File: config.mk
export PLATFORM = sky130hd
export DESIGN_NAME = wb_commit_flat
export DESIGN_NICKNAME = d
export VERILOG_FILES = /design/src/rtl/wb_csr_if.sv /design/src/rtl/wb_commit.sv /design/src/flat_wrapper.sv
export SDC_FILE = /design/constraint.sdc
export NUM_CORES = 1
export LEC_CHECK = 0
export CAP_MARGIN = 0
export CORE_ASPECT_RATIO = 0.5
export CORE_MARGIN = 2
export CORE_UTILIZATION = 25
export CTS_CLUSTER_DIAMETER = 60
export DETAILED_ROUTE_END_ITERATION = 10
export SLEW_MARGIN = 20
export SYNTH_ARGS = -nofsm -noshare
export SYNTH_HDL_FRONTEND = slang
export SYNTH_SLANG_ARGS = --single-unit
File: constraint.sdc
create_clock -name clk -period 2 [get_ports clk]
set_input_delay 0.2 -clock clk [delete_from_list [all_inputs] [get_ports clk]]
set_output_delay 0.2 -clock clk [all_outputs]
set_load 0.03 [all_outputs]
File: src/rtl/wb_csr_if.sv
// Bus between the writeback/commit stage (initiator) and the CSR file:
// CSR read/write access plus exception/ertn commit strobes and the redirect target.
interface wb_csr_if;
  logic [13:0] csr_num;
  logic [31:0] csr_rdata;
  logic        csr_we;
  logic [31:0] csr_wdata;
  logic [31:0] csr_wmask;
  logic        exc_signal;
  logic        ertn_signal;
  logic [5:0]  exc_ecode;
  logic [8:0]  exc_esubcode;
  logic [31:0] exc_pc;
  logic [31:0] csr_redirect_pc;

  modport master (
    output csr_num, csr_we, csr_wdata, csr_wmask,
    output exc_signal, ertn_signal, exc_ecode, exc_esubcode, exc_pc,
    input  csr_rdata, csr_redirect_pc
  );

  modport slave (
    input  csr_num, csr_we, csr_wdata, csr_wmask,
    input  exc_signal, ertn_signal, exc_ecode, exc_esubcode, exc_pc,
    output csr_rdata, csr_redirect_pc
  );
endinterface

File: src/rtl/wb_commit.sv
// LoongArch32 writeback/commit stage: retires one instruction per cycle, drives CSR
// accesses and exception/ertn commits, and holds a registered redirect to IF.
module wb_commit (
  input  logic        clk,
  input  logic        resetn,
  input  logic        ms_to_ws_valid,
  output logic        ws_allowin,
  input  logic [31:0] ms_pc,
  input  logic        ms_gr_we,
  input  logic [4:0]  ms_rd,
  input  logic [31:0] ms_result,
  input  logic [1:0]  ms_csr_op,
  input  logic [13:0] ms_csr_num,
  input  logic [31:0] ms_rj_value,
  input  logic [31:0] ms_rkd_value,
  input  logic        ms_ertn,
  input  logic        ms_exc,
  input  logic [5:0]  ms_ecode,
  input  logic [8:0]  ms_esubcode,
  wb_csr_if.master    csr,
  output logic        ws_flush,
  output logic        if_redirect_valid,
  output logic [31:0] if_redirect_pc,
  input  logic        if_redirect_ready,
  output logic        ws_csr_busy,
  output logic        rf_we,
  output logic [4:0]  rf_waddr,
  output logic [31:0] rf_wdata,
  output logic [31:0] debug_wb_pc,
  output logic [3:0]  debug_wb_rf_we,
  output logic [4:0]  debug_wb_rf_wnum,
  output logic [31:0] debug_wb_rf_wdata
);

  typedef enum logic {S_RUN, S_WAIT} state_t;

  state_t      r_state;
  logic        r_ws_valid;
  logic        r_redir_valid;
  logic [31:0] r_redir_pc;

  logic [31:0] r_ws_pc;
  logic        r_ws_gr_we;
  logic [4:0]  r_ws_rd;
  logic [31:0] r_ws_result;
  logic [1:0]  r_ws_csr_op;
  logic [13:0] r_ws_csr_num;
  logic [31:0] r_ws_rj_value;
  logic [31:0] r_ws_rkd_value;
  logic        r_ws_ertn;
  logic        r_ws_exc;
  logic [5:0]  r_ws_ecode;
  logic [8:0]  r_ws_esubcode;

  logic w_exc;
  logic w_ertn;
  logic w_csr;
  logic w_csr_we;
  logic w_flush;

  // WB never stalls; in WAIT accepted instructions are simply dropped.
  assign ws_allowin = 1'b1;

  assign w_exc    = r_ws_valid & r_ws_exc;
  assign w_ertn   = r_ws_valid & r_ws_ertn & ~r_ws_exc;
  assign w_csr    = r_ws_valid & ~r_ws_exc & ~r_ws_ertn & (r_ws_csr_op != 2'b00);
  assign w_csr_we = w_csr & r_ws_csr_op[1];
  assign w_flush  = w_exc | w_ertn;

  always_ff @(posedge clk) begin
    if (!resetn) begin
      r_state       <= S_RUN;
      r_ws_valid    <= 1'b0;
      r_redir_valid <= 1'b0;
      r_redir_pc    <= 32'h0;
    end else begin
      case (r_state)
        S_RUN: begin
          if (w_flush) begin
            r_state       <= S_WAIT;
            r_ws_valid    <= 1'b0;
            r_redir_valid <= 1'b1;
            r_redir_pc    <= csr.csr_redirect_pc;
          end else begin
            r_ws_valid    <= ms_to_ws_valid & ws_allowin;
          end
        end
        S_WAIT: begin
          r_ws_valid <= 1'b0;
          if (r_redir_valid && if_redirect_ready) begin
            r_state       <= S_RUN;
            r_redir_valid <= 1'b0;
          end
        end
        default: begin
          r_state    <= S_RUN;
          r_ws_valid <= 1'b0;
        end
      endcase
    end
  end

  // Stage data fields carry no reset; every consumer is qualified by r_ws_valid.
  always_ff @(posedge clk) begin
    if (ms_to_ws_valid && ws_allowin) begin
      r_ws_pc        <= ms_pc;
      r_ws_gr_we     <= ms_gr_we;
      r_ws_rd        <= ms_rd;
      r_ws_result    <= ms_result;
      r_ws_csr_op    <= ms_csr_op;
      r_ws_csr_num   <= ms_csr_num;
      r_ws_rj_value  <= ms_rj_value;
      r_ws_rkd_value <= ms_rkd_value;
      r_ws_ertn      <= ms_ertn;
      r_ws_exc       <= ms_exc;
      r_ws_ecode     <= ms_ecode;
      r_ws_esubcode  <= ms_esubcode;
    end
  end

  assign csr.csr_num      = w_csr ? r_ws_csr_num : 14'h0;
  assign csr.csr_we       = w_csr_we;
  assign csr.csr_wdata    = w_csr_we ? r_ws_rkd_value : 32'h0;
  assign csr.csr_wmask    = !w_csr_we ? 32'h0 :
                            (r_ws_csr_op == 2'b10) ? 32'hFFFF_FFFF : r_ws_rj_value;
  assign csr.exc_signal   = w_exc;
  assign csr.ertn_signal  = w_ertn;
  assign csr.exc_ecode    = w_exc ? r_ws_ecode : 6'h0;
  assign csr.exc_esubcode = w_exc ? r_ws_esubcode : 9'h0;
  assign csr.exc_pc       = w_exc ? r_ws_pc : 32'h0;

  assign ws_flush          = w_flush;
  assign ws_csr_busy       = w_csr_we | w_flush;
  assign if_redirect_valid = r_redir_valid;
  assign if_redirect_pc    = r_redir_pc;

  // CSR instructions return the old CSR value read in the same cycle as the write.
  assign rf_we    = r_ws_valid & r_ws_gr_we & ~w_flush & (r_ws_rd != 5'd0);
  assign rf_waddr = r_ws_valid ? r_ws_rd : 5'd0;
  assign rf_wdata = !r_ws_valid ? 32'h0 : (w_csr ? csr.csr_rdata : r_ws_result);

  assign debug_wb_pc       = r_ws_valid ? r_ws_pc : 32'h0;
  assign debug_wb_rf_we    = {4{rf_we}};
  assign debug_wb_rf_wnum  = rf_waddr;
  assign debug_wb_rf_wdata = rf_wdata;

endmodule

File: src/flat_wrapper.sv
// flat-port wrapper written by rule: the top's interface ports become plain ports
module wb_commit_flat 
  (clk, resetn, ms_to_ws_valid, ws_allowin, ms_pc, ms_gr_we, ms_rd, ms_result, ms_csr_op, ms_csr_num, ms_rj_value, ms_rkd_value, ms_ertn, ms_exc, ms_ecode, ms_esubcode, ws_flush, if_redirect_valid, if_redirect_pc, if_redirect_ready, ws_csr_busy, rf_we, rf_waddr, rf_wdata, debug_wb_pc, debug_wb_rf_we, debug_wb_rf_wnum, debug_wb_rf_wdata, csr_csr_num, csr_csr_we, csr_csr_wdata, csr_csr_wmask, csr_exc_signal, csr_ertn_signal, csr_exc_ecode, csr_exc_esubcode, csr_exc_pc, csr_csr_rdata, csr_csr_redirect_pc);
  wb_csr_if csr_i ();
  input  logic clk;
  input  logic resetn;
  input  logic ms_to_ws_valid;
  output logic ws_allowin;
  input  logic [31:0] ms_pc;
  input  logic ms_gr_we;
  input  logic [4:0] ms_rd;
  input  logic [31:0] ms_result;
  input  logic [1:0] ms_csr_op;
  input  logic [13:0] ms_csr_num;
  input  logic [31:0] ms_rj_value;
  input  logic [31:0] ms_rkd_value;
  input  logic ms_ertn;
  input  logic ms_exc;
  input  logic [5:0] ms_ecode;
  input  logic [8:0] ms_esubcode;
  output logic ws_flush;
  output logic if_redirect_valid;
  output logic [31:0] if_redirect_pc;
  input  logic if_redirect_ready;
  output logic ws_csr_busy;
  output logic rf_we;
  output logic [4:0] rf_waddr;
  output logic [31:0] rf_wdata;
  output logic [31:0] debug_wb_pc;
  output logic [3:0] debug_wb_rf_we;
  output logic [4:0] debug_wb_rf_wnum;
  output logic [31:0] debug_wb_rf_wdata;
  output wire logic [$bits(csr_i.csr_num)-1:0] csr_csr_num;
  output wire logic [$bits(csr_i.csr_we)-1:0] csr_csr_we;
  output wire logic [$bits(csr_i.csr_wdata)-1:0] csr_csr_wdata;
  output wire logic [$bits(csr_i.csr_wmask)-1:0] csr_csr_wmask;
  output wire logic [$bits(csr_i.exc_signal)-1:0] csr_exc_signal;
  output wire logic [$bits(csr_i.ertn_signal)-1:0] csr_ertn_signal;
  output wire logic [$bits(csr_i.exc_ecode)-1:0] csr_exc_ecode;
  output wire logic [$bits(csr_i.exc_esubcode)-1:0] csr_exc_esubcode;
  output wire logic [$bits(csr_i.exc_pc)-1:0] csr_exc_pc;
  input wire logic [$bits(csr_i.csr_rdata)-1:0] csr_csr_rdata;
  input wire logic [$bits(csr_i.csr_redirect_pc)-1:0] csr_csr_redirect_pc;
  assign csr_csr_num = csr_i.csr_num;
  assign csr_csr_we = csr_i.csr_we;
  assign csr_csr_wdata = csr_i.csr_wdata;
  assign csr_csr_wmask = csr_i.csr_wmask;
  assign csr_exc_signal = csr_i.exc_signal;
  assign csr_ertn_signal = csr_i.ertn_signal;
  assign csr_exc_ecode = csr_i.exc_ecode;
  assign csr_exc_esubcode = csr_i.exc_esubcode;
  assign csr_exc_pc = csr_i.exc_pc;
  assign csr_i.csr_rdata = csr_csr_rdata;
  assign csr_i.csr_redirect_pc = csr_csr_redirect_pc;
  wb_commit u_core (.clk(clk), .resetn(resetn), .ms_to_ws_valid(ms_to_ws_valid), .ws_allowin(ws_allowin), .ms_pc(ms_pc), .ms_gr_we(ms_gr_we), .ms_rd(ms_rd), .ms_result(ms_result), .ms_csr_op(ms_csr_op), .ms_csr_num(ms_csr_num), .ms_rj_value(ms_rj_value), .ms_rkd_value(ms_rkd_value), .ms_ertn(ms_ertn), .ms_exc(ms_exc), .ms_ecode(ms_ecode), .ms_esubcode(ms_esubcode), .csr(csr_i), .ws_flush(ws_flush), .if_redirect_valid(if_redirect_valid), .if_redirect_pc(if_redirect_pc), .if_redirect_ready(if_redirect_ready), .ws_csr_busy(ws_csr_busy), .rf_we(rf_we), .rf_waddr(rf_waddr), .rf_wdata(rf_wdata), .debug_wb_pc(debug_wb_pc), .debug_wb_rf_we(debug_wb_rf_we), .debug_wb_rf_wnum(debug_wb_rf_wnum), .debug_wb_rf_wdata(debug_wb_rf_wdata));
endmodule
## Word level (Yosys, flattened, before mapping)

Index checks and enable logic that the tools add are counted.

- Muxes and demuxes: 19
- Reductions and logical operators: 5
- Bitwise operators: 16
- Equal/unequal tests: 3

Operators by type and width:

| cell | number |
|---|---|
| $mux W32 | 7 |
| $mux W14 | 1 |
| $and A1 B1 Y1 | 10 |
| $mux W9 | 1 |
| $mux W6 | 1 |
| $pmux W1 S2 | 3 |
| $mux W1 | 5 |
| $mux W5 | 1 |
| $reduce_bool A5 Y1 | 1 |
| $not A1 Y1 | 4 |
| $reduce_and A2 Y1 | 2 |
| $eq A2 B2 Y1 const B | 1 |
| $ne A2 B1 Y1 const B | 1 |
| $ne A2 B2 Y1 const B | 1 |
| $or A1 B1 Y1 | 2 |
| $reduce_bool A2 Y1 | 1 |
| $logic_and A1 B1 Y1 | 1 |

- Output and inout bits: 275
- Logic and storage cells: 59
- Register bits: 202
- Input bits: 235

## Depth between registers and ports, before layout

- Depth after elaboration: 6
- Gate-level depth with buffers: 7
- Gate-level depth less buffers: 4

## Worst setup path before layout

Ideal clock, no wire load.

- Kind: reg-to-output
- From: reg u_core.r_ws_csr_op[0]
- To: out rf_wdata[0]
- Required time: 1800 ps
- Arrival: 1935 ps
- Buffers on the path: 2
- Cell stages (with the launch flop): 6
- Slack: -135 ps
- Cell sequence: edfxtp_1 > buf_2 > or2_1 > and2_4 > o21ai_0 > buf_4

- Longest elaborated chain between the ends: 4

RTL lines:

| item | RTL line | source |
|---|---|---|
| start: declaration | wb_commit.sv:46 | `logic [1:0] r_ws_csr_op;` |
| start signal: assignment | wb_commit.sv:110 | `r_ws_csr_op <= ms_csr_op;` |
| $reduce_bool A2 Y1 | wb_commit.sv:66 | `assign w_csr = r_ws_valid & ~r_ws_exc & ~r_ws_ertn & (r_ws_csr_op != 2'b00);` |
| $and A1 B1 Y1 | wb_commit.sv:66 |  |
| $mux W32 (2 in a row) | wb_commit.sv:140 | `assign rf_wdata = !r_ws_valid ? 32'h0 : (w_csr ? csr.csr_rdata : r_ws_result);` |
| end: declaration | flat_wrapper.sv:28 | `output logic [31:0] rf_wdata;` |

No other way between the ends.

## Worst setup path in the final report

- From: reg u_core.r_ws_ertn
- To: out csr_csr_wmask[14]

- Longest elaborated chain between the ends: 5

RTL lines:

| item | RTL line | source |
|---|---|---|
| start: declaration | wb_commit.sv:50 | `logic r_ws_ertn;` |
| start signal: assignment | wb_commit.sv:114 | `r_ws_ertn <= ms_ertn;` |
| $not A1 Y1 | wb_commit.sv:66 |  |
| $and A1 B1 Y1 (2 in a row) | wb_commit.sv:66 |  |
| $and A1 B1 Y1 | wb_commit.sv:67 | `assign w_csr_we = w_csr & r_ws_csr_op[1];` |
| $mux W32 | wb_commit.sv:124 | `assign csr.csr_wmask = !w_csr_we ? 32'h0 :` |
| end: declaration | flat_wrapper.sv:36 | `output wire logic [$bits(csr_i.csr_wmask)-1:0] csr_csr_wmask;` |

No other way between the ends.

==> results.toml <==
[floorplanning]
start_util_pct = 25.28
boundaryPins = 510
num_rows = 48
die_y_um = 135.7
dieArea_sq_um = 36270
die_x_um = 267.3
coreArea_sq_um = 34290

[clock_tree]
cts_tree = "done"
clock_latency_ns = 0.51
htree_levels = 1
path_clk_slew_ns = 0.06
cts_buffer_depth = 3
cts_sinks = 202
root_buffer = "clkbuf_16"
cts_hold_buf = 0
cts_buffers = 22

[synth]
synth_cells = 702
synth_area_leaders = "edfxtp_1 (58%), dfxtp_1 (8.1%), and2_1 (5.1%)"
post-synth-top-area-cell = "edfxtp_1"
synth_nets = 937
ys_async_sr_fraction_pct = 0
synth.most_common_cell = "edfxtp_1"
synth_cell_types = 32
synth_edf_count = 167
mappedNetlistArea_sq_um = 8668
synth_top_area_share_pct = 57.85
yosysSeqAreaShare_pct = 65.94
synth_ff_type = "edfxtp_1"
synthTopCellsByCount = "edfxtp_1 (167), nand2_1 (98), and2_1 (70), and3_1 (61), buf_4 (47)"
yosys_warnings = 0
post_synth.cell_area_avg_sq_um = 12.35
ys_seq_elements = 202

[route]
vias_per_cell = 4.304
drtIter0Drc = 384
detail_route.wl_per_cell_um = 20.26
dr.pass1.iters = 5
wirelength_um = 34170
drc = 0
ant_nets = 0
vias = 7261

[grt]
antenna_found_initial = 0
grt_use_total_pct = 17.24
grt_pass1_wl_um = 46350
grt_max_degree = 61
overflow = 0
grt_pass1_vias = 7158

[final_layout]
drive_gt1_share_pct = 33.25
antenna_cells = 0
final_nets = 1431
ff_latch_area_sq_um = 5719
post-route-util_pct = 45.69
fill_cells = 3082
area_growth_pct = 80.77
multi_input_area_sq_um = 2510

[setup_path]
crit_path_cell_trace = "buf_4, nor2_4, nand3_4, buf_12, buf_16, a21oi_1, buf_4"
cpMaxStageDelayCell = "edfxtp_1"
crit_path_frequent_cell = "buf_4"
crit_fanout = 6
cpPeakStageDelay_ns = 0.43
start_kind = "flip-flop"
required_ns = 1.80
critPathCaptureType = "primary output"
timing_worst_setup_path_type = "flip-flop to primary output"
reg2reg_slack_ns = 0.29
worst_ep_arrival_time_ns = 2.08

[run_status]
violations = "negative setup slack"
status = "finished with violations"

[placed_design]
hpwl_um = 24370
gp_congestion = 0.9010
port_buffers = 508

[hold_path]
hp-class = "input pin to flip-flop"

[pwr]
ir_drop_v = 0.0004188
total_power_mw = 11.29
cellPowerDensity_nw_per_um2 = 720.6
cellLeakagePower_nw = 6.437

[timing]
slew_headroom_pct = 63.41
finalSetupViolations = 148
setup_slack_ns = -0.2801
grt_setup_unrepaired = "true"
report.final.slew_viol_count = 0
skew_ns = 0.01311
min_period_over_period_pct = 114.0
min_period_ns = 2.280
worst_slew_pin_slew_ns = 0.5489
clock.fmax_ghz = 0.4386
finalHoldViolCount = 0

[job]
drv_cap = 0
[per-stage QoR]
| stage | instance area, sq um | TNS [ns] | setup WS, ns | instances | hold slack, ns |
|---|---|---|---|---|---|
| after floorplan | 8668 | -0.2704 | -0.1352 | 702 | 0.2989 |
| after global placement | 13710 | 0 | 0.002709 | 1620 | 0.4414 |
| after detailed placement | 13710 | 0 | 0.02416 | 1620 | 0.4522 |
| after CTS | 15250 | -28.71 | -0.2517 | 1677 | 0.1429 |
| after global routing | 15670 | -44.34 | -0.3768 | 1687 | 0.1610 |
| final | 15670 | -28.21 | -0.2801 | 1687 | 0.1627 |
[state kept, by name, summed over array words and instances (netlist names), 2 cells and up]
signal                 count
u_core.if_redirect_pc     32
u_core.r_ws_csr_num       14
u_core.r_ws_csr_op         2
u_core.r_ws_ecode          6
u_core.r_ws_esubcode       9
u_core.r_ws_pc            32
u_core.r_ws_rd             5
u_core.r_ws_result        32
u_core.r_ws_rj_value      32
u_core.r_ws_rkd_value     32
[routing by layer]
layer,part of all wire (%),GRT usage [%]
met3,4.3,2.799
met5,0,0
met1,40,21.40
met2,53,31.33
met4,2.4,4.213
[placed cells by master, fill, tap and decap left out, types with 2 or more instances in the layout]
| cell type | n |
|---|---|
| bufinv_16 | 2 |
| clkbuf_16 | 27 |
| buf_4 | 137 |
| a21boi_0 | 2 |
| mux2i_1 | 32 |
| buf_16 | 6 |
| clkbuf_1 | 3 |
| o21ai_1 | 2 |
| edfxtp_1 | 167 |
| nand3_2 | 3 |
| a21oi_1 | 27 |
| inv_1 | 33 |
| a21oi_2 | 3 |
| and3_4 | 13 |
| nand2_1 | 98 |
| bufbuf_16 | 2 |
| o21a_1 | 2 |
| and3_1 | 48 |
| nand3_1 | 29 |
| dfxtp_1 | 34 |
| o21ai_2 | 18 |
| clkinv_2 | 7 |
| and2_1 | 62 |
| o21ai_4 | 13 |
| buf_6 | 110 |
| and2_4 | 10 |
| buf_12 | 36 |
| clkdlybuf4s50_1 | 265 |
| clkinvlp_4 | 2 |
| a21oi_4 | 2 |
[power by group]
part           switching, mW  internal, mW
sequential             0.123          4.90
clock                   1.74          2.41
combinational           1.09          1.03
total                   2.96          8.34
[path summary, 6_finish.rpt]
path                             start                         to  cells past startpoint
max                   u_core.r_ws_ertn          csr_csr_wmask[14]                      7
min                     ms_to_ws_valid    u_core.r_ws_rj_value[0]                      1
max reg2reg            u_core.r_ws_exc  u_core.if_redirect_pc[16]                      7
min reg2reg  u_core.if_redirect_pc[28]  u_core.if_redirect_pc[28]                      2
[kinds of logic (layout without fill, tap and decap cells)]
logic type,Yosys count,count (layout),share of synthesized area [%]
flops,202,202,65.94
other cells,1,1,0.04326
mux,32,32,3.695
simple gates,270,271,16.48
buf+inv,127,636,8.718
compound gates,70,70,5.124
[repair_timing]
item	in CTS	in global routing
setup buffers	10	5
resized for setup	136	54
pin swaps	9	21
setup endpoints to repair	151	152
cloned	7	5
[worst max-delay path: cells and delay by family (launching register included)]
| family | cells | cell delay (ns) |
|---|---|---|
| buffers and inverters | 4 | 0.70 |
| DFF | 1 | 0.43 |
| and+or+nand+nor | 2 | 0.27 |
| AOI/OAI and AO/OA | 1 | 0.17 |
[area by class of cell]
cell class / count / area share [%]
timing repair buffer: 562 / 38.23
sequential: 202 / 36.50
multi-input combinational: 374 / 16.02
clock buffer: 27 / 3.833
tap: 475 / 3.793
inverter: 34 / 0.8304
clock inverter: 13 / 0.7985
(Power assumes the default switching activity.)
